--- src/rtl/bsa_pkg.sv ---
// Shared types and defaults for the bit-serial adder.
package bsa_pkg;

    typedef enum logic [1:0] {
        StIdle = 2'd0,
        StRun  = 2'd1,
        StDone = 2'd2
    } state_e;

    localparam int unsigned DefaultWidth = 8;

endpackage

--- src/rtl/bit_serial_adder_full_adder.sv ---
// One-bit combinational full adder cell used by the bit-serial adder.
module full_adder (
    input  logic a,
    input  logic b,
    input  logic cin,
    output logic sum,
    output logic cout
);

    assign sum  = a ^ b ^ cin;
    assign cout = (a & b) | (a & cin) | (b & cin);

endmodule

--- src/rtl/bit_serial_adder.sv ---
// Bit-serial adder: one operand bit per cycle through a single full_adder, carry kept in a flop.
// Optional SERIAL_SUB_EN adds an in_sub port selecting a - b (two's complement) instead of a + b.
module bit_serial_adder
    import bsa_pkg::*;
#(
    parameter int unsigned WIDTH = DefaultWidth
) (
    input  logic             clk,
    input  logic             rst,
    input  logic             in_valid,
    output logic             in_ready,
    input  logic [WIDTH-1:0] in_a,
    input  logic [WIDTH-1:0] in_b,
    input  logic             in_cin,
`ifdef SERIAL_SUB_EN
    input  logic             in_sub,
`endif
    output logic             out_valid,
    input  logic             out_ready,
    output logic [WIDTH-1:0] out_sum,
    output logic             out_cout,
    output logic             busy
);

    localparam int unsigned      CntW    = $clog2(WIDTH);
    localparam logic [CntW-1:0]  LastBit = CntW'(WIDTH - 1);

    state_e           state_q, state_d;
    logic [WIDTH-1:0] a_q, a_d;
    logic [WIDTH-1:0] b_q, b_d;
    logic [WIDTH-1:0] s_q, s_d;
    logic             carry_q, carry_d;
    logic [CntW-1:0]  count_q, count_d;
    logic             fa_sum, fa_cout;
    logic [WIDTH-1:0] load_b;
    logic             load_carry;

`ifdef SERIAL_SUB_EN
    // Subtract as a + ~b + 1; carry-out then means "no borrow".
    assign load_b     = in_sub ? ~in_b : in_b;
    assign load_carry = in_sub | in_cin;
`else
    assign load_b     = in_b;
    assign load_carry = in_cin;
`endif

    full_adder u_full_adder (
        .a    (a_q[0]),
        .b    (b_q[0]),
        .cin  (carry_q),
        .sum  (fa_sum),
        .cout (fa_cout)
    );

    always_comb begin
        state_d = state_q;
        a_d     = a_q;
        b_d     = b_q;
        s_d     = s_q;
        carry_d = carry_q;
        count_d = count_q;
        unique case (state_q)
            StIdle: begin
                if (in_valid) begin
                    a_d     = in_a;
                    b_d     = load_b;
                    carry_d = load_carry;
                    count_d = '0;
                    state_d = StRun;
                end
            end
            StRun: begin
                a_d     = {1'b0, a_q[WIDTH-1:1]};
                b_d     = {1'b0, b_q[WIDTH-1:1]};
                s_d     = {fa_sum, s_q[WIDTH-1:1]};
                carry_d = fa_cout;
                if (count_q == LastBit) begin
                    count_d = '0;
                    state_d = StDone;
                end else begin
                    count_d = count_q + 1'b1;
                end
            end
            StDone: begin
                if (out_ready) begin
                    state_d = StIdle;
                end
            end
            default: state_d = StIdle;
        endcase
    end

    always_ff @(posedge clk) begin
        if (rst) begin
            state_q <= StIdle;
            a_q     <= '0;
            b_q     <= '0;
            s_q     <= '0;
            carry_q <= 1'b0;
            count_q <= '0;
        end else begin
            state_q <= state_d;
            a_q     <= a_d;
            b_q     <= b_d;
            s_q     <= s_d;
            carry_q <= carry_d;
            count_q <= count_d;
        end
    end

    assign in_ready  = (state_q == StIdle);
    assign out_valid = (state_q == StDone);
    assign busy      = (state_q != StIdle);
    assign out_sum   = s_q;
    assign out_cout  = carry_q;

endmodule

--- config.mk ---
export PLATFORM = sky130hd
export DESIGN_NAME = bit_serial_adder
export DESIGN_NICKNAME = d
export VERILOG_FILES = /design/src/rtl/bsa_pkg.sv /design/src/rtl/bit_serial_adder_full_adder.sv /design/src/rtl/bit_serial_adder.sv
export SDC_FILE = /design/constraint.sdc
export NUM_CORES = 1
export LEC_CHECK = 0
export ABC_AREA = 1
export CAP_MARGIN = 20
export CORE_MARGIN = 2
export CORE_UTILIZATION = 35
export CTS_CLUSTER_DIAMETER = 150
export DETAILED_ROUTE_END_ITERATION = 8
export GPL_ROUTABILITY_DRIVEN = 0
export PLACE_DENSITY = 0.59
export SYNTH_ARGS = -nofsm -noshare
export SYNTH_HDL_FRONTEND = slang
export SYNTH_SLANG_ARGS = --single-unit
--- constraint.sdc ---
create_clock -name clk -period 2.15 [get_ports clk]
set_input_delay 0.43 -clock clk [delete_from_list [all_inputs] [get_ports clk]]
set_output_delay 0.43 -clock clk [all_outputs]
set_load 0.03 [all_outputs]
==> run_results.csv <==
group,metric,value,unit
synth,syn_inst,224,
run_status,status,"finished clean",
sta,slew_headroom,55.4,%
run,cap_violations,0,
global_routing,antenna_found_initial,0,
placement,io_buffer_count,32,
setup_path,crit_path_end_kind,"output pin",
cells_and_area,final_cell_area,0.00191,mm^2
drt,dr.pass1.iters,4,
pwr,peakVddDrop,0.000595,V
floorplanning,initial_core_util,36.1,%
floorplanning,core_area,0.00400,mm^2
setup_path,cp_max_fo,3,
clock_tree,cts_max_level,2,
setup_path,worstSetupStartpoint,"state_q[1]$_SDFFE_PP0P_",
clock_tree,ctsLongestPathBuffers,2,
clock_tree,cts_tree,"yes",
synth,synth_warnings,0,
synth,synth_cell_types,16,
global_routing,first_global_vias,1154,
clock_tree,ctsResizeCount,0,
clock_tree,insertion_delay,0.28,ns
placement,hpwl,1910,um
cells_and_area,nets,280,
cells_and_area,multiInputGateArea,629,um^2
synth,ys_ff_latch,30,
clock_tree,cts_root_buf,"clkbuf_8",
drt,viasPerCell,4.31,
cells_and_area,utilization,47.8,%
sta,hold_viol,0,
setup_path,rr_worst_depth,5,
sta,finalCritPeriodShare,93.8,%
drt,first_iter_violations,71,
global_routing,overflow,0,
setup_path,r2r_end,"count_q[2]$_SDFFE_PP0P_",
clock_tree,clk_pin_slew,0.06,ns
clock_tree,holdBufCountCts,0,
placement,place_area,0.00180,mm^2
pwr,powerDensity,775,mW/mm^2
synth,syn-num-nets,248,
drt,vias,1324,
sta,timing.hold.ws,0.460,ns
drt,detail-route-antenna-nets,0,
global_routing,grt_pass1_wl,4720,um
sta,setup_tns,0,ns
clock_tree,cts_buffers,5,
drt,drc,0,
pwr,p_leak,0.000910,uW
sta,drv_slew,0,
global_routing,grt_max_degree,28,
cells_and_area,antenna_cells,0,
sta,setup-violations-final,0,
sta,skew,0.00447,ns
cells_and_area,drive_gt1_share,4.67,%
synth,ys_seq_area_share,41.6,%
cells_and_area,fillers,403,
sta,max_freq,496,MHz
floorplanning,pin_count,33,
setup_path,critical_path.endpoint,"out_valid",
setup_path,arrival,1.59,ns
setup_path,critPathKind,"flop to output pin",
setup_path,r2r_slack,0.64,ns
setup_path,crit_path_start_kind,"flop",
cells_and_area,area_growth,32.2,%
floorplanning,core.rowCount,23,
sta,rsz0062_at_grt,"false",
cells_and_area,register_area,601,um^2
drt,wl,2820,um
clock_tree,cts.sink_count,30,
min_path,hold_class,"flop to flop",
floorplanning,dieArea,0.00466,mm^2
floorplanning,fp.dieW,68.3,um
clock_tree,cts_setup_buffers,0,
sta,worst_slew_pin_slew,0.669,ns
synth,synthesis.area,0.00145,mm^2
setup_path,crit_required,1.72,ns
drt,wl_per_cell,9.17,um
global_routing,grtUsageTotal,14.0,%
synth,synth_area_per_cell,6.45,um^2
floorplanning,die_h,68.3,um
setup_path,rr_startpoint,"state_q[0]$_SDFFE_PP0P_",
sta,fin_crit,2.02,ns
[layout make-up]
type	count	area share, %
Clock inverter	1	1.57
Clock buffer	7	3.99
Timing Repair Buffer	36	19.1
Multi-Input combinational cell	144	32.9
Sequential cell	30	31.4
Tap cell	50	3.27
Inverter	39	7.66
[sequential cells by signal, summed over array words and instances (netlist names)]
| name | cells |
|---|---|
| a_q | 8 |
| b_q | 8 |
| count_q | 3 |
| out_cout | 1 |
| out_sum | 8 |
| state_q | 2 |
[cells in the mapped netlist (all sizes together)]
master,instances,area [um^2]
a21oi,22,110
clkbuf,1,3.75
fa,1,20.0
buf,10,65.1
o21ai,9,56.3
nand3,2,10.0
nand2,73,274
nor2,35,134
inv,39,146
dfxtp,30,601
ha,2,25.0
[power by group]
| group | internal (uW) | total, uW | switching [uW] |
|---|---|---|---|
| combinational | 133 | 300 | 167 |
| clock | 346 | 551 | 205 |
| sequential | 605 | 629 | 24.1 |
[metal layers]
layer | wire length (um) | global-route usage [%] | vias to the layer above
met4 | 61 | 7.00 | 0
met5 | 0 | 0 | -
met3 | 181 | 6.41 | 6
li1 | - | - | 722
met1 | 1300 | 14.8 | 566
met2 | 1270 | 23.5 | 30
[cells by family after synthesis]
family / share of synthesized area [%]
compound gates: 11.5
buf+inv: 14.9
fa+ha+maj: 3.12
simple gates: 28.9
flops: 41.6
[cells in the final DEF (no fill, tap or decap)]
cell type / instances
clkdlybuf4s50_1: 31
fa_1: 1
nand2_1: 73
dlymetal6s2s_1: 1
nor2_1: 34
bufinv_16: 1
dfxtp_1: 30
clkbuf_8: 5
a21oi_1: 22
buf_4: 3
inv_1: 39
nor2_2: 1
nand3_1: 2
buf_12: 1
ha_1: 2
o21ai_0: 8
clkbuf_1: 2
o21ai_4: 1
[how the worst min path moves through the flow]
stage,from,endpoint,cells past startpoint
4_1_cts,b_q[7]$_SDFFE_PP0P_,b_q[7]$_SDFFE_PP0P_,2
5_1_grt,a_q[7]$_SDFFE_PP0P_,a_q[7]$_SDFFE_PP0P_,2
2_1_floorplan,a_q[7]$_SDFFE_PP0P_,a_q[7]$_SDFFE_PP0P_,2
3_5_place_dp,a_q[7]$_SDFFE_PP0P_,a_q[7]$_SDFFE_PP0P_,2
3_3_place_gp,a_q[7]$_SDFFE_PP0P_,a_q[7]$_SDFFE_PP0P_,2
6_report,b_q[7]$_SDFFE_PP0P_,b_q[7]$_SDFFE_PP0P_,2
[worst max-delay path: stages (launching register included)]
cell             delay [ns]
dfxtp_1                0.36
inv_1                  0.10
nor2_1                 0.15
clkdlybuf4s50_1        0.69
[stage by stage]
step	setup WS, ns	total power (uW)	instances
final	0.134	1480	307
after global routing	0.0584	1570	307
after CTS	0.0608	1500	307
after detailed placement	0.373	944	299
after global placement	0.370	942	299
after floorplan	0.427	840	224
Power figures use the tool's default switching activity.
